--- src/rtl/sample_sweep_ctrl_if.sv ---
// Plot-point handshake between the sweep sequencer and the frame-buffer writer.
// master: sequencer side (drives the point), slave: writer side (drives ready).
interface sample_sweep_ctrl_if;
  logic        pt_valid;
  logic        pt_ready;
  logic [17:0] pt_x;
  logic [5:0]  pt_col;

  modport master (
    output pt_valid,
    output pt_x,
    output pt_col,
    input  pt_ready
  );

  modport slave (
    input  pt_valid,
    input  pt_x,
    input  pt_col,
    output pt_ready
  );
endinterface

--- src/rtl/sample_sweep_ctrl.sv ---
// Bifurcation-sweep sequencer: steps sample_num through the mu table, loads X0
// into the map engine, discards TRANSIENT iterations, then forwards PLOT_POINTS
// iterates per sample to the plot writer over the pt handshake.
// Optional feature: define SWEEP_LOOP_EN to restart the sweep from sample 0
// while enable stays high (sweep_done still pulses once per pass).
module sample_sweep_ctrl #(
  parameter int unsigned NUM_SAMPLES = 11,
  parameter int unsigned TRANSIENT   = 64,
  parameter int unsigned PLOT_POINTS = 32,
  parameter int unsigned SETTLE      = 4,
  parameter logic [17:0] X0          = 18'h08000
) (
  input  logic                       CLK,
  input  logic                       RST,
  input  logic                       enable,
  output logic [5:0]                 sample_num,
  output logic                       x_load,
  output logic [17:0]                x_init,
  output logic                       iter_go,
  input  logic                       iter_done,
  input  logic [17:0]                x_in,
  sample_sweep_ctrl_if.master        pt,
  output logic                       busy,
  output logic                       sweep_done
);

  localparam logic [15:0] TransientW = 16'(TRANSIENT);
  localparam logic [15:0] PlotLast   = 16'(PLOT_POINTS - 1);
  localparam logic [7:0]  SettleLast = 8'(SETTLE - 1);
  localparam logic [5:0]  LastSample = 6'(NUM_SAMPLES - 1);

  typedef enum logic [2:0] {
    StIdle,
    StSelect,
    StLoad,
    StGo,
    StWait,
    StEmit,
    StNext
  } state_e;

  state_e      state_q, state_d;
  logic        enable_q;
  logic [7:0]  settle_q, settle_d;
  logic [15:0] trans_q, trans_d;
  logic [15:0] pts_q, pts_d;
  logic [5:0]  sample_q, sample_d;
  logic        x_load_q, x_load_d;
  logic        iter_go_q, iter_go_d;
  logic        pt_valid_q, pt_valid_d;
  logic [17:0] pt_x_q, pt_x_d;
  logic [5:0]  pt_col_q, pt_col_d;
  logic        busy_q, busy_d;
  logic        done_q, done_d;

  assign x_init      = X0;
  assign sample_num  = sample_q;
  assign x_load      = x_load_q;
  assign iter_go     = iter_go_q;
  assign pt.pt_valid = pt_valid_q;
  assign pt.pt_x     = pt_x_q;
  assign pt.pt_col   = pt_col_q;
  assign busy        = busy_q;
  assign sweep_done  = done_q;

  // Next state; pulse outputs are decided on the transition so they line up with the state.
  always_comb begin
    state_d    = state_q;
    settle_d   = settle_q;
    trans_d    = trans_q;
    pts_d      = pts_q;
    sample_d   = sample_q;
    pt_x_d     = pt_x_q;
    pt_col_d   = pt_col_q;
    pt_valid_d = pt_valid_q;
    x_load_d   = 1'b0;
    iter_go_d  = 1'b0;
    done_d     = 1'b0;

    case (state_q)
      StIdle: begin
        if (enable && !enable_q) begin
          state_d  = StSelect;
          sample_d = '0;
          settle_d = '0;
        end
      end
      StSelect: begin
        if (settle_q == SettleLast) begin
          state_d  = StLoad;
          x_load_d = 1'b1;
        end else begin
          settle_d = settle_q + 8'd1;
        end
      end
      StLoad: begin
        state_d   = StGo;
        iter_go_d = 1'b1;
        trans_d   = '0;
        pts_d     = '0;
      end
      StGo: begin
        state_d = StWait;
      end
      StWait: begin
        if (iter_done) begin
          if (trans_q < TransientW) begin
            trans_d   = trans_q + 16'd1;
            state_d   = StGo;
            iter_go_d = 1'b1;
          end else begin
            pt_x_d     = x_in;
            pt_col_d   = sample_q;
            pt_valid_d = 1'b1;
            state_d    = StEmit;
          end
        end
      end
      StEmit: begin
        if (pt_valid_q && pt.pt_ready) begin
          pt_valid_d = 1'b0;
          pts_d      = pts_q + 16'd1;
          if (pts_q < PlotLast) begin
            state_d   = StGo;
            iter_go_d = 1'b1;
          end else begin
            state_d = StNext;
          end
        end
      end
      StNext: begin
        if (sample_q == LastSample) begin
          done_d = 1'b1;
`ifdef SWEEP_LOOP_EN
          if (enable) begin
            sample_d = '0;
            settle_d = '0;
            state_d  = StSelect;
          end else begin
            state_d = StIdle;
          end
`else
          state_d = StIdle;
`endif
        end else if (!enable) begin
          // Abort only at a sample boundary; sample_num keeps the last finished sample.
          state_d = StIdle;
        end else begin
          sample_d = sample_q + 6'd1;
          settle_d = '0;
          state_d  = StSelect;
        end
      end
      default: state_d = StIdle;
    endcase

    busy_d = (state_d != StIdle);
  end

  // State and registered outputs, synchronous active-low reset.
  always_ff @(posedge CLK) begin
    if (!RST) begin
      state_q    <= StIdle;
      enable_q   <= 1'b0;
      settle_q   <= '0;
      trans_q    <= '0;
      pts_q      <= '0;
      sample_q   <= '0;
      x_load_q   <= 1'b0;
      iter_go_q  <= 1'b0;
      pt_valid_q <= 1'b0;
      pt_x_q     <= '0;
      pt_col_q   <= '0;
      busy_q     <= 1'b0;
      done_q     <= 1'b0;
    end else begin
      state_q    <= state_d;
      enable_q   <= enable;
      settle_q   <= settle_d;
      trans_q    <= trans_d;
      pts_q      <= pts_d;
      sample_q   <= sample_d;
      x_load_q   <= x_load_d;
      iter_go_q  <= iter_go_d;
      pt_valid_q <= pt_valid_d;
      pt_x_q     <= pt_x_d;
      pt_col_q   <= pt_col_d;
      busy_q     <= busy_d;
      done_q     <= done_d;
    end
  end

endmodule

--- src/flat_wrapper.sv ---
// flat-port wrapper written by rule: the top's interface ports become plain ports
module sample_sweep_ctrl_flat 
#(
  parameter int unsigned NUM_SAMPLES = 11,
  parameter int unsigned TRANSIENT   = 64,
  parameter int unsigned PLOT_POINTS = 32,
  parameter int unsigned SETTLE      = 4,
  parameter logic [17:0] X0          = 18'h08000
)
  (CLK, RST, enable, sample_num, x_load, x_init, iter_go, iter_done, x_in, busy, sweep_done, pt_pt_valid, pt_pt_x, pt_pt_col, pt_pt_ready);
  sample_sweep_ctrl_if pt_i ();
  input  logic CLK;
  input  logic RST;
  input  logic enable;
  output logic [5:0] sample_num;
  output logic x_load;
  output logic [17:0] x_init;
  output logic iter_go;
  input  logic iter_done;
  input  logic [17:0] x_in;
  output logic busy;
  output logic sweep_done;
  output wire logic [$bits(pt_i.pt_valid)-1:0] pt_pt_valid;
  output wire logic [$bits(pt_i.pt_x)-1:0] pt_pt_x;
  output wire logic [$bits(pt_i.pt_col)-1:0] pt_pt_col;
  input wire logic [$bits(pt_i.pt_ready)-1:0] pt_pt_ready;
  assign pt_pt_valid = pt_i.pt_valid;
  assign pt_pt_x = pt_i.pt_x;
  assign pt_pt_col = pt_i.pt_col;
  assign pt_i.pt_ready = pt_pt_ready;
  sample_sweep_ctrl #(.NUM_SAMPLES(NUM_SAMPLES), .TRANSIENT(TRANSIENT), .PLOT_POINTS(PLOT_POINTS), .SETTLE(SETTLE), .X0(X0)) u_core (.CLK(CLK), .RST(RST), .enable(enable), .sample_num(sample_num), .x_load(x_load), .x_init(x_init), .iter_go(iter_go), .iter_done(iter_done), .x_in(x_in), .pt(pt_i), .busy(busy), .sweep_done(sweep_done));
endmodule
--- config.mk ---
export PLATFORM = sky130hd
export DESIGN_NAME = sample_sweep_ctrl_flat
export DESIGN_NICKNAME = d
export VERILOG_FILES = /design/src/rtl/sample_sweep_ctrl_if.sv /design/src/rtl/sample_sweep_ctrl.sv /design/src/flat_wrapper.sv
export SDC_FILE = /design/constraint.sdc
export NUM_CORES = 1
export LEC_CHECK = 0
export CAP_MARGIN = 20
export CORE_ASPECT_RATIO = 2
export CORE_MARGIN = 2
export CORE_UTILIZATION = 55
export CTS_CLUSTER_SIZE = 12
export DETAILED_ROUTE_END_ITERATION = 10
export GPL_TIMING_DRIVEN = 0
export PLACE_DENSITY = 0.85
export SLEW_MARGIN = 20
export SYNTH_ARGS = -nofsm -noshare
export SYNTH_HDL_FRONTEND = slang
export SYNTH_SLANG_ARGS = --single-unit
export TNS_END_PERCENT = 20
--- constraint.sdc ---
create_clock -name CLK -period 4.5 [get_ports CLK]
set_clock_uncertainty 0.1 [all_clocks]
set_input_delay 1.125 -clock CLK [delete_from_list [all_inputs] [get_ports CLK]]
set_output_delay 1.125 -clock CLK [all_outputs]
set_load 0.01 [all_outputs]
# Word level (Yosys, flattened, before mapping)
# Index checks and enable logic that the tools add are counted.
# W data, S select, Z words.
[word_totals]
ff_bits = 79
out_inout_bits = 53
inputBits = 23
ram_bits = 0
mem_count = 0
wordCells = 88
romBits = 0
latch_bits = 0
[op_classes]
div_mod_pow = 0
bitwise_logic = 1
shifts = 0
n_eq_ne = 16
reduce_logical = 18
n_lt_le_gt_ge = 2
mul = 0
addsub = 4
mux = 34
[ops]
columns = ["operator", "n"]
rows = [
  ["$pmux W16 S2", 2],
  ["$mux W16", 3],
  ["$add A16 B1 Y16 const B", 2],
  ["$mux W8", 4],
  ["$pmux W8 S3", 1],
  ["$mux W3", 7],
  ["$pmux W3 S7", 1],
  ["$mux W6", 3],
  ["$lt A16 B5 Y1 const B", 1],
  ["$lt A16 B7 Y1 const B", 1],
  ["$pmux W6 S2", 1],
  ["$mux W1", 10],
  ["$ne A2 B2 Y1 const B", 5],
  ["$eq A3 B3 Y1 const B", 3],
  ["$add A8 B1 Y8 const B", 1],
  ["$eq A8 B2 Y1 const B", 1],
  ["$reduce_and A4 Y1", 2],
  ["$reduce_bool A2 Y1", 4],
  ["$add A6 B1 Y6 const B", 1],
  ["$eq A3 B2 Y1 const B", 2],
  ["$eq A6 B4 Y1 const B", 1],
  ["$ne A2 B1 Y1 const B", 3],
  ["$reduce_and A2 Y1", 3],
  ["$reduce_and A3 Y1", 2],
  ["other kinds (9)", 11],
]

# Depth between registers and ports, before layout
# Gate-level depths: netlist (run 1).
[depth]
word_depth = 5
depth_mapped = 8
ltp_nobuf = 7

# Worst setup path after synthesis (run 1)
# Ideal clock, no wire load.
[synth_path]
path_kind = "in2reg"
start = "input port enable"
end = "register u_core.settle_q[6]"
path_buffers = 0
slack_ps = 2054
cell_stages = 5
setup_ps = 121
t_required_ps = 4279
arrival_time_ps = 2225
cell_sequence = "nor2b_1 > o21ai_0 > a21oi_1 > nand3_1 > mux2_2"
[synth_between]
elab_chain_cells = 3
elab_cells_between_ends = 4
cone_classes = "eq/ne: 2; reduce/logical: 2"
[synth_rtl]
columns = ["element", "line", "source"]
rows = [
  ["from (decl)", "flat_wrapper.sv:14", "input logic enable;"],
  ["$logic_and A1 B1 Y1", "sample_sweep_ctrl.sv:82", "if (enable && !enable_q) begin"],
  ["$ne A2 B1 Y1 (no line)", "--", ""],
  ["$reduce_and A5 Y1 (no line) (*)", "--", ""],
  ["to (signal assigned)", "sample_sweep_ctrl.sv:179", "settle_q <= settle_d;"],
  ["to (decl)", "sample_sweep_ctrl.sv:44", "logic [7:0] settle_q, settle_d;"],
]
# Mark *: on every way between the ends. The rest lies on a longest branch, timed or not.
# A chain may end at the register's enable or synchronous reset.

# Worst setup path in the final report (run 1)
# Same ends and word-level chain as after synthesis.

==> flow_summary_export.csv, run 1 <==
group,metric,value,unit
finish,final_util,72.9,%
power,ir_worst_vdd,0.290,mV
power,seq_power_share,47.4,%
synthesis,synth_xor_area_share,6.52,%
synthesis,seq_area_frac_synth,43.6,%
grt,grtUsageTotal,23.5,%
clock_tree,cts.path.max_buffers,2,
clock_tree,cts_setup_buffers,0,
power,clockPowerShare,46.1,%
detailed_routing,vias_per_cell,5.22,
synthesis,synthSimpleGateAreaFrac,25.5,%
power,powerDensity,323,nW/µm²
worst_hold_path,hold_path_class,"reg -> reg",
worst_setup_path,regToRegEndpoint,"u_core.settle_q[6]",
finish,synthToLayoutAreaGrowth,27.9,%
synthesis,synthCells,387,
synthesis,syn_area_per_cell,9.37,µm²
grt,grt_pass1_wl,12.8,mm
place,gp_congestion,0.857,
synthesis,ys_ff_latch,79,
finish,layout-drive-gt1-share,11.2,%
finish,instances_no_fill,559,
synthesis,synth_adder_area_share,1.72,%
power,power.leakage,1.71,nW
place,dp_hpwl,5.64,mm
worst_setup_path,crit_buf_inv,1,
clock_tree,cts_buffers,9,
flow_run,maxCapViolCount,0,
detailed_routing,vias,2920,
synthesis,ys_warn_count,0,
worst_setup_path,cp-start-kind,"primary input",
sta,fmaxAchievable,355,MHz
floorplanning,dieArea,7300,µm²
synthesis,synth_top_family_by_area,"simple AND/OR/NAND/NOR gates",
synthesis,synth_area,3630,µm²
sta,finalHoldViolCount,0,
synthesis,synth_compound_area_share,7.17,%
worst_setup_path,setup.worst_path.end_class,"flop",
worst_setup_path,cp_max_fo,6,
grt,antenna_found_initial,0,
synthesis,synthArstFlopShare,0,%
power,p_sw_share,20.9,%
sta,worstMarginPinSlew,0.682,ns
sta,post-route-worst-setup-slack,1.68,ns
worst_setup_path,cp_slowest_stage_delay,0.51,ns
sta,slew_viol_final,0,
sta,finalSetupViolCount,0,
clock_tree,cts_tree,"yes",
outcome,status,"finished clean",
worst_setup_path,cp_slowest_cell,"o21ai_0",
sta,min_period_over_period,62.7,%
worst_setup_path,worstReg2RegStart,"u_core.sample_num[1]",
grt,grt_pass1_vias,2757,
sta,min_period,2.82,ns
grt,overflow,0,
floorplanning,dieWidth,61.4,µm
floorplanning,io-pin-count,76,
power,power.internal,1.18,mW
finish,nets,498,
synthesis,synth_edf_count,0,
grt,grt_max_degree,12,
floorplanning,fp.dieH,119,µm
power,p_switching,0.312,mW
detailed_routing,drcViolationCount,0,
clock_tree,cts_hold_buf,0,
detailed_routing,routed_wl,7.78,mm
clock_tree,cts_htree_levels,3,
finish,diodes,0,
worst_setup_path,reg2reg_slack,2.32,ns
clock_tree,path_clk_slew,0.05,ns
worst_setup_path,worstPathArrival,2.94,ns
worst_setup_path,worstPathRequired,4.62,ns
worst_setup_path,r2r_cells,6,
detailed_routing,ant_nets,0,
floorplanning,core_area,6360,µm²
clock_tree,clock_insertion_delay_worst_skew,0.34,ns
synthesis,synth_ff_type,"dfxtp_1",
place,io_buffers,56,
place,pre_cts_slack,1.32,ns
power,p_comb_share,6.5,%
detailed_routing,dr.pass1.iters,4,
sta,rsz0062_at_grt,"no",
power,design_power_total,1.50,mW
detailed_routing,drt-initial-drc-count,102,
sta,slew_headroom,54.1,%
clock_tree,root_buffer,"clkbuf_16",
clock_tree,cts.sinks,79,
worst_setup_path,cp.depth,6,
floorplanning,initial_core_util,57.0,%
detailed_routing,wl_per_cell,13.9,µm
synthesis,synth.distinct_cells,52,
clock_tree,cts_resized,0,
place,dp_cells,545,
worst_setup_path,timing.critical_path.to,"u_core.settle_q[6]",
floorplanning,fp-row-count,41,
sta,tns,0,ns
worst_setup_path,worstPathCellList,"clkdlybuf4s50_1, nor2b_1, o21ai_0, a21oi_1, nand3_1, mux2_2",
worst_setup_path,worstSetupPathType,"in -> reg",
worst_setup_path,cp_top_family,"compound AO/OA/AOI/OAI gates",
worst_setup_path,critPathLaunch,"enable",
synthesis,synth_mux_area_share,7.49,%
[metrics by stage]
stage / hold WS, ns / cell area, µm²
finish: 0.377 / 4640
global route: 0.397 / 4640
CTS: 0.382 / 4640
detailed placement: 0.370 / 4360
global placement: 0.356 / 4360
floorplan: 0.337 / 3690
[tightest hold or removal path, stage by stage (launching register included)]
cell     delay (ns)
dfxtp_1        0.33
a21oi_1        0.04
nor2_1         0.07
[logic make-up (layout without fill, tap and decap cells)]
logic type,Yosys count,count (layout)
simple gates,166,166
other cells,2,18
buf+inv,43,113
mux,27,27
fa+ha+maj,5,5
compound gates,38,38
flops,79,79
xor+xnor,27,27
[routing by layer]
layer,up-vias,global-route usage (%),share of wire (%)
met4,0,12.1,2.8
met1,1368,25.8,38
met2,76,40.0,55
li1,1462,-,-
met5,-,0,0
met3,14,5.32,3.7
[worst min path at each step]
stage / start / to / depth (start not counted) / slack [ns]
final: u_core.trans_q[9] / u_core.trans_q[9] / 2 / 0.38
after global routing: u_core.trans_q[13] / u_core.trans_q[13] / 1 / 0.40
after CTS: u_core.trans_q[13] / u_core.trans_q[13] / 1 / 0.38
after detailed placement: u_core.trans_q[10] / u_core.trans_q[10] / 1 / 0.37
after global placement: u_core.trans_q[9] / u_core.trans_q[9] / 2 / 0.36
after floorplan: u_core.trans_q[9] / u_core.trans_q[9] / 2 / 0.34
[power by group through the flow]
| stage | clock (mW) | combinational (mW) | sequential, mW |
|---|---|---|---|
| final | 0.690 | 0.0969 | 0.710 |
| after global routing | 0.731 | 0.107 | 0.710 |
| after CTS | 0.699 | 0.0962 | 0.710 |
| after detailed placement | 0 | 0.0955 | 0.725 |
| after global placement | 0 | 0.0939 | 0.725 |
| after floorplan | 0 | 0.0602 | 0.725 |
[cell type report]
type / instances / area, µm²
timing repair buffer: 56 / 561
clock buffer: 14 / 284
fill: 530 / 1720
sequential: 79 / 1580
tap: 86 / 108
buffer: 38 / 263
multi-input combinational: 281 / 1820
inverter: 5 / 18.8
[Yosys cell counts (8+ instances only)]
cell type	count	area (µm²)
dfxtp_1	79	1580
nor2_1	43	161
nor2b_1	29	181
mux2i_1	26	260
buf_4	22	165
nand3_1	19	95.1
nand2_1	15	56.3
xnor2_1	15	131
xor2_1	12	105
nand4_1	11	68.8
a21oi_1	10	50.1
and3_1	10	62.6
a211oi_1	9	67.6
clkbuf_1	8	30.0
[registers in the layout (all words and copies together) (netlist names), 3 cells and up]
name               cells
u_core.pt.pt_col       6
u_core.pt.pt_x        18
u_core.pts_q          16
u_core.sample_num      6
u_core.settle_q        8
u_core.state_q         3
u_core.trans_q        16
[layout by cell type (no fill, tap or decap), drive strengths merged, types with 2 or more instances in the layout]
cell,n
nor3b,2
or4,2
nor2,43
nor4b,2
nand4,11
nand2,15
a21boi,3
a211oi,9
and2b,2
clkdlybuf4s50,56
nand3,19
nor2b,29
and2,7
or3,4
and4,3
xnor2,15
xor2,12
buf,29
dfxtp,79
a31oi,3
nor3,6
a21oi,10
and3,11
clkbuf,23
o21ai,7
ha,5
nand2b,2
inv,5
nor4,3
conb,18
mux2i,26
(Power assumes the default switching activity.)
==> inputs of run 2 (changes only) <==
--- a/config.mk
+++ b/config.mk
@@ -8,11 +8,11 @@
 export CAP_MARGIN = 20
 export CORE_ASPECT_RATIO = 2
 export CORE_MARGIN = 2
-export CORE_UTILIZATION = 55
+export CORE_UTILIZATION = 46
 export CTS_CLUSTER_SIZE = 12
 export DETAILED_ROUTE_END_ITERATION = 10
 export GPL_TIMING_DRIVEN = 0
-export PLACE_DENSITY = 0.85
+export PLACE_DENSITY = 0.76
 export SLEW_MARGIN = 20
 export SYNTH_ARGS = -nofsm -noshare
 export SYNTH_HDL_FRONTEND = slang
==> constraint.sdc (replaced) <==
create_clock -name CLK -period 2.4 [get_ports CLK]
set_clock_uncertainty 0.1 [all_clocks]
set_input_delay 0.6 -clock CLK [delete_from_list [all_inputs] [get_ports CLK]]
set_output_delay 0.6 -clock CLK [all_outputs]
set_load 0.01 [all_outputs]
==> run 2 against run 1 <==
Effect of this change:
- total power grew 110%
- sequential power grew 87%
- sequential cell count is the same
- count of clock-buffer cells in the layout shrank 4
- via count shrank 0.79%
- critical path depth is the same
- clock power grew 130%
- routed wire length grew 1.8%
- die area grew 19%
- first-iteration DRC count grew 0.98%
- worst hold slack is essentially flat
- final cell count grew 1.8%
- critical path type unchanged
- largest power group is now the clock network
==> flow_summary_export.csv, run 2 (synthesis gave the netlist of run 1 again) <==
group,metric,value,unit
place,dp_cells,553,
worst_setup_path,worstReg2RegStart,"u_core.sample_num[1]",
worst_setup_path,crit_buf_inv,1,
floorplanning,dieArea,8650,µm²
detailed_routing,drcViolationCount,0,
floorplanning,io-pin-count,76,
worst_setup_path,cp_slowest_stage_delay,0.49,ns
place,placed_cell_area,4370,µm²
worst_setup_path,reg2reg_slack,0.25,ns
finish,largest_reg_flops,18,
sta,post-route-worst-setup-slack,0.194,ns
worst_hold_path,hold_path_depth,2,
finish,instances_no_fill,569,
power,powerDensity,653,nW/µm²
finish,synthToLayoutAreaGrowth,29.9,%
power,p_sw_share,20.1,%
clock_tree,clock_insertion_delay_worst_skew,0.34,ns
power,p_switching,0.618,mW
worst_setup_path,worstPathCellList,"clkdlybuf4s50_1, and4bb_2, a41oi_1, and2b_1, xnor2_1, nor2_1",
sta,min_period,2.21,ns
detailed_routing,wl_per_cell,13.9,µm
worst_setup_path,worstSetupPathType,"in -> reg",
sta,rsz0062_at_grt,"no",
worst_setup_path,cp.depth,6,
clock_tree,cts.path.max_buffers,2,
sta,min_period_over_period,91.9,%
worst_setup_path,cp-start-kind,"primary input",
worst_hold_path,hold_path_class,"reg -> reg",
sta,slew_headroom,53.9,%
worst_setup_path,setup.worst_path.end_class,"flop",
grt,grt_pass1_wl,13.4,mm
place,dp_hpwl,5.91,mm
sta,finalSetupViolCount,0,
detailed_routing,drt-initial-drc-count,103,
place,io_buffers,56,
sta,worstMarginPinSlew,0.685,ns
worst_setup_path,critPathLaunch,"iter_done",
sta,finalHoldViolCount,0,
flow_run,maxCapViolCount,0,
detailed_routing,ant_nets,0,
clock_tree,root_buffer,"clkbuf_16",
power,ir_worst_vdd,0.433,mV
finish,diodes,0,
power,power.leakage,1.73,nW
grt,grt_pass1_vias,2887,
finish,nets,498,
worst_setup_path,worstPathArrival,2.32,ns
detailed_routing,dr.pass1.iters,4,
power,power.internal,2.46,mW
worst_setup_path,cp_max_fo,8,
outcome,status,"finished clean",
sta,slew_viol_final,0,
clock_tree,cts_tree,"yes",
grt,grt_max_degree,14,
finish,layout-drive-gt1-share,11.8,%
power,seq_power_share,43.2,%
worst_setup_path,cp_top_family,"simple AND/OR/NAND/NOR gates",
clock_tree,cts_buffers,9,
place,pre_cts_slack,-0.254,ns
finish,layout_common_cells,"dfxtp_1 (79), clkdlybuf4s50_1 (56), nor2_1 (43)",
floorplanning,fp.dieH,130,µm
sta,whs,0.376,ns
finish,finalInstanceArea,4710,µm²
clock_tree,cts_hold_buf,0,
place,gp_congestion,0.837,
worst_setup_path,cp_slowest_cell,"a41oi_1",
worst_setup_path,timing.critical_path.to,"u_core.trans_q[2]",
power,p_comb_share,6.0,%
sta,fmaxAchievable,453,MHz
floorplanning,core_area,7600,µm²
grt,antenna_found_initial,0,
finish,final_util,62.0,%
power,clockPowerShare,50.8,%
floorplanning,fp-row-count,45,
finish,final_common_cell,"dfxtp_1",
worst_setup_path,worstPathRequired,2.51,ns
worst_setup_path,r2r_cells,6,
worst_setup_path,regToRegEndpoint,"u_core.settle_q[6]",
grt,overflow,0,
detailed_routing,vias_per_cell,5.09,
floorplanning,dieWidth,66.8,µm
clock_tree,cts_htree_levels,3,
grt,grtUsageTotal,20.3,%
detailed_routing,vias,2897,
floorplanning,initial_core_util,47.7,%
clock_tree,path_clk_slew,0.06,ns
detailed_routing,routed_wl,7.92,mm
clock_tree,cts.sinks,79,
==> run 2: tightest hold or removal path: cells and delay by family, from the launching register on <==
kind             cells  cell delay [ns]
flip-flops           1             0.33
AND/OR/NAND/NOR      1             0.07
AO/OA/AOI/OAI        1             0.04
==> run 2: power groups by stage <==
stage	Combinational [mW]	Clock, mW	Sequential (mW)
finish	0.184	1.56	1.33
global route	0.203	1.64	1.33
CTS	0.184	1.59	1.33
detailed placement	0.181	0	1.36
global placement	0.177	0	1.36
floorplan	0.113	0	1.36
==> run 2: layout make-up <==
| type | count | area, µm² |
|---|---|---|
| inverters | 5 | 18.8 |
| clock inverters | 6 | 108 |
| well taps | 94 | 118 |
| flip-flops and latches | 79 | 1580 |
| multi-input cells | 281 | 1820 |
| clock buffers | 10 | 239 |
| plain buffers | 38 | 263 |
| fillers | 662 | 2890 |
| repair buffers | 56 | 561 |
==> run 2: metrics by stage <==
stage               total power, mW  setup TNS, ns
detailed placement             1.54          -3.56
global route                   3.17              0
global placement               1.54          -2.79
floorplan                      1.47              0
CTS                            3.10              0
finish                         3.08              0
==> run 2: worst min-delay path by stage <==
stage | start | slack, ns | end
2_1_floorplan | u_core.trans_q[9] | 0.34 | u_core.trans_q[9]
3_3_place_gp | u_core.trans_q[9] | 0.36 | u_core.trans_q[9]
3_5_place_dp | u_core.trans_q[9] | 0.37 | u_core.trans_q[9]
4_1_cts | u_core.trans_q[9] | 0.38 | u_core.trans_q[9]
5_1_grt | u_core.trans_q[13] | 0.39 | u_core.trans_q[13]
6_report | u_core.trans_q[9] | 0.38 | u_core.trans_q[9]
==> run 2: repair_timing <==
action / in CTS / in global routing
buffers inserted: 0 / 0
gates resized for setup: 0 / 1
endpoints found under the hold margin: 0 / 0
endpoints found under the setup margin: 0 / 1
==> run 2: routing by layer <==
layer,track usage [%],share of wire (%),vias up
li1,-,-,1460
met1,20.7,36,1355
met2,36.9,57,62
met3,4.60,3.6,20
met4,11.2,3.1,0
met5,0,0,-
==> RTL edit 1: new RTL, flow settings as in run 2 <==
Add a define of `SWEEP_LOOP_EN`.
--- a/src/rtl/sample_sweep_ctrl.sv
+++ b/src/rtl/sample_sweep_ctrl.sv
@@ -3,6 +3,8 @@
 // iterates per sample to the plot writer over the pt handshake.
 // Optional feature: define SWEEP_LOOP_EN to restart the sweep from sample 0
 // while enable stays high (sweep_done still pulses once per pass).
+`define SWEEP_LOOP_EN
+
 module sample_sweep_ctrl #(
   parameter int unsigned NUM_SAMPLES = 11,
   parameter int unsigned TRANSIENT   = 64,
Formal check against the unedited RTL: no difference found for any inputs over 10 cycles, from zero or initial values and one cycle with RST low; that may be too few to reach the edited logic, so the function may still have changed.
==> RTL edit 1 against run 2 <==
Cell area shrank 4.1%. Routed wire length shrank 1.1%. Sequential share of layout area grew 1.4 points. Sequential cell count did not move. Non-clock buffer count unchanged. Total power fell by 6.9%. Setup slack got worse by 16 ps. Area after synthesis shrank 4.6%.
==> RTL edit 1: results (changes against run 2) <==
• flop to flop — worst min-delay path class
• 2920 µm — wire length on met1, +1.5%
• 586 — count of non-filler cells in the finished layout, +3.0%
• 19.8% — Overall Global Routing Usage, -0.58 points
• 517 — final net count, +3.8%
• 453 µm — amount of wire on met3 after detailed routing, +58%
• 17.9% — non-clock buffer contribution to total cell area, +0.45 points
• 62.2% — final cell utilization of the core, +0.18 points
• complete, no violations — result of the run
• 47.9% — Clk network pwr share, -2.9 points
• 4 — inverter count, -1
• 84 — number of violations reported at the end of detailed-routing iteration 0, -18%
• 45.7% — share of the yosys chip area belonging to registers, +2.1 points
• 0.814 — weighted congestion reported at the end of routability-driven placement, -2.7%
• 11 — number of clock buffers in the layout, +1
• 4.34% — GR met3 Demand/Resource, -0.26 points
• 1690 µm² — Multi-input gate area, -7.5%
• 4210 µm² — Post-Place Cell Area, -3.7%
• 4210 µm — Met2 Wirelength, -6.6%
• 2,867 — vias in the first global route, -0.69%
• 79 x sky130_fd_sc_hd__dfxtp_1, 69 x sky130_fd_sc_hd__nand2_1, 37 x sky130_fd_sc_hd__a21oi_1, 31 x sky130_fd_sc_hd__nor2_1, 20 x sky130_fd_sc_hd__buf_4 — commonest cells in the netlist
• sky130_fd_sc_hd__dfxtp_1 46%, sky130_fd_sc_hd__nand2_1 7.5%, sky130_fd_sc_hd__a21oi_1 5.4% — Synth area leaders
• sky130_fd_sc_hd__clkdlybuf4s50_1 — cell with the largest stage delay on the worst path
• 2380 ps — data arrival time of the critical path, +60 ps
• 5.6% — part of the total power dissipated in combinational logic, -0.4 points
• 19.5% — routing usage on met1, -1.3 points
• 634 nW/µm² — power density over the cells, -2.9%
• 0.578 mV — Peak VDD IR, +33%
• 530 ps — largest stage delay on the critical path, +40 ps
• 57 — Port Buf Inserts, +1.8%
• 5870 µm — Post-DP HPWL, -0.57%
• 301 — total number of multi-input combinational cells, +7.1%
• 59.5% — worst max-slew margin expressed relative to the limit, +5.6 points
• 13.4 µm — routed length per instance, -4.0%
• 11.1% — fraction of layout instances using a drive strength above 1, -0.66 points
• 14 — pin count of the biggest net entering global routing, unchanged
• 35.0% — share of the final layout cell area in sequential cells, +1.4 points
• -336 ps — Worst Setup Slack post-DPL, -82.1 ps
• 570 — cell count after placement, +3.1%
• 8.54 µm² — synthesized area per cell, -8.9%
• 7 — maximum fanout count along the critical path, -1
• 12,600 µm — wire length of the first global-routing pass, -5.5%
• 2260 µW — cell internal pwr, -8.1%
• 664 — FILL cells, +0.30%
• 35.2% — met2 Use GR, -1.7 points
• 6.84% — fraction of area in clock buffers and inverters, -0.52 points
• 0.00168 µW — standby leakage power, -3.1%
==> RTL edit 1: path summary, 6_finish.rpt <==
path | from | end | slack (ps) | depth (start not counted)
worst max-delay path | iter_done | u_core.trans_q[3] | 180 | 5
worst min-delay path | u_core.pt.pt_x[10] | u_core.pt.pt_x[10] | 350 | 2
worst max register to register | u_core.settle_q[0] | u_core.settle_q[0] | 440 | 6
worst min register to register | u_core.pt.pt_x[10] | u_core.pt.pt_x[10] | 350 | 2
==> RTL edit 1: cells by family after synthesis <==
| group | count (synthesis) | synth area share (%) |
|---|---|---|
| XOR/XNOR | 22 | 5.57 |
| AND/OR/NAND/NOR | 190 | 28.1 |
| adder cells (fa/ha/maj) | 5 | 1.81 |
| AO/OA/AOI/OAI | 66 | 11.4 |
| buffers and inverters | 41 | 7.23 |
| other | 2 | 0.217 |
| flip-flops | 79 | 45.7 |
==> RTL edit 1: timing repair <==
action                                  in CTS  in global routing
pin swaps                                    0                  0
endpoints found under the setup margin      13                 20
hold buffers                                 0                  0
resized for setup                            2                  2
==> RTL edit 2: new RTL, settings of run 2 <==
Without the edit above. Encoding of `state_e`: now Gray code (3 bits for 7 states).
--- a/src/rtl/sample_sweep_ctrl.sv
+++ b/src/rtl/sample_sweep_ctrl.sv
@@ -30,13 +30,13 @@
   localparam logic [5:0]  LastSample = 6'(NUM_SAMPLES - 1);
 
   typedef enum logic [2:0] {
-    StIdle,
-    StSelect,
-    StLoad,
-    StGo,
-    StWait,
-    StEmit,
-    StNext
+    StIdle   = 3'b000,
+    StSelect = 3'b001,
+    StLoad   = 3'b011,
+    StGo     = 3'b010,
+    StWait   = 3'b110,
+    StEmit   = 3'b111,
+    StNext   = 3'b101
   } state_e;
 
   state_e      state_q, state_d;
Function: no difference found for any inputs over 10 cycles, from zero or initial values and one cycle with RST low; not proved beyond that.
==> RTL edit 2 against run 2 <==
Synthesized cell count grew 3.4%. Combinational power decreased by 7%. Setup slack improved by 41 ps. Sequential share of layout area increased by 2.0 points. Total power down 12%. Routed wire length shrank 2.4%. Clock power decreased by 22%. Cell area fell by 5.5%. Via count increased by 2.2%. Area after synthesis fell by 5.1%. Register-to-register slack improved by 90 ps. Count of clock-buffer cells in the layout up 1. Sequential cell count unchanged. Highest routed layer unchanged.
==> RTL edit 2: results (changes against run 2) <==
• complete, no violations — result of the run
• 19.3% — routing usage on met1, -1.5 points
• 612 ps — slew at the pin with the worst max-slew slack, -73.1 ps
• 3.90% — GR met3 Demand/Resource, -0.70 points
• 5820 µm — Post-DP HPWL, -1.5%
• 37.2% — met2 Use GR, +0.27 points
• 53 — number of distinct standard cells referenced by the synthesized netlist, +1.9%
• 400 — Syn Inst Count, +3.4%
• 296 — total number of multi-input combinational cells, +5.3%
• 530 ps — largest stage delay on the critical path, +40 ps
• 0.00165 µW — standby leakage power, -5.1%
• 13.3 µm — routed length per instance, -4.2%
• compound AO/OA/AOI/OAI gates — CP top delay family
• 565 — cell count after placement, +2.2%
• 2260 ps — data arrival time of the critical path, -60 ps
• 12.3% — fraction of layout instances using a drive strength above 1, +0.51 points
• 17.5% — non-clock buffer contribution to total cell area, +0.061 points
• 2,811 — vias in the first global route, -2.6%
• 5.11 — via/cell ratio, +0.30%
• 79 x sky130_fd_sc_hd__dfxtp_1, 68 x sky130_fd_sc_hd__nand2_1, 44 x sky130_fd_sc_hd__nor2_1, 34 x sky130_fd_sc_hd__a21oi_1, 21 x sky130_fd_sc_hd__xnor2_1 — commonest cells in the netlist
• 11 — number of clock buffers in the layout, +1
• 91 — total of plain and repair buffers excluding clock buffers, -3.2%
• sky130_fd_sc_hd__clkdlybuf4s50_1 — cell with the largest stage delay on the worst path
• 4190 µm² — Post-Place Cell Area, -4.1%
• 5.96% — fraction of area in clock buffers and inverters, -1.4 points
• -89.9 ps — Worst Setup Slack post-DPL, +164 ps
• 61.3% — final cell utilization of the core, -0.71 points
• 7270 µm² — placeable core area, -4.4%
• 0.348 mV — Peak VDD IR, -20%
• 12,600 µm — wire length of the first global-routing pass, -5.6%
• sky130_fd_sc_hd__dfxtp_1 46%, sky130_fd_sc_hd__nand2_1 7.4%, sky130_fd_sc_hd__xnor2_1 5.3% — Synth area leaders
• 7730 µm — total detailed-routing wirelength, -2.4%
• 9 — maximum fanout count along the critical path, +1
## RTL edit 2: cell families after synthesis
group	Yosys count	synth area share, %
and+or+nand+nor	180	25.4
DFF	79	45.9
AOI/OAI and AO/OA	65	12.5
buffers and inverters	41	6.87
xor gates and xnor gates	26	6.62
adders and majority gates	5	1.82
other	2	0.218
muxes	2	0.618
## RTL edit 2: path summary, 6_finish.rpt
kind | start | endpoint | slack (ps)
worst max register to register | u_core.pts_q[0] | u_core.pts_q[14] | 340
worst max-delay path | enable | u_core.settle_q[1] | 230
worst min register to register | u_core.pt.pt_col[0] | u_core.pt.pt_col[0] | 350
worst min-delay path | u_core.pt.pt_col[0] | u_core.pt.pt_col[0] | 350
## RTL edit 2: metal layers
layer,up-vias,share of wire (%)
met5,-,0
met4,0,2.6
met3,16,4.6
met2,99,55
met1,1348,38
li1,1499,-
## RTL edit 2: power by group
part           internal [µW]  switching (µW)  total [µW]
Sequential              1320            10.4        1330
Clock                    716             495        1210
Combinational           86.6            85.5         172
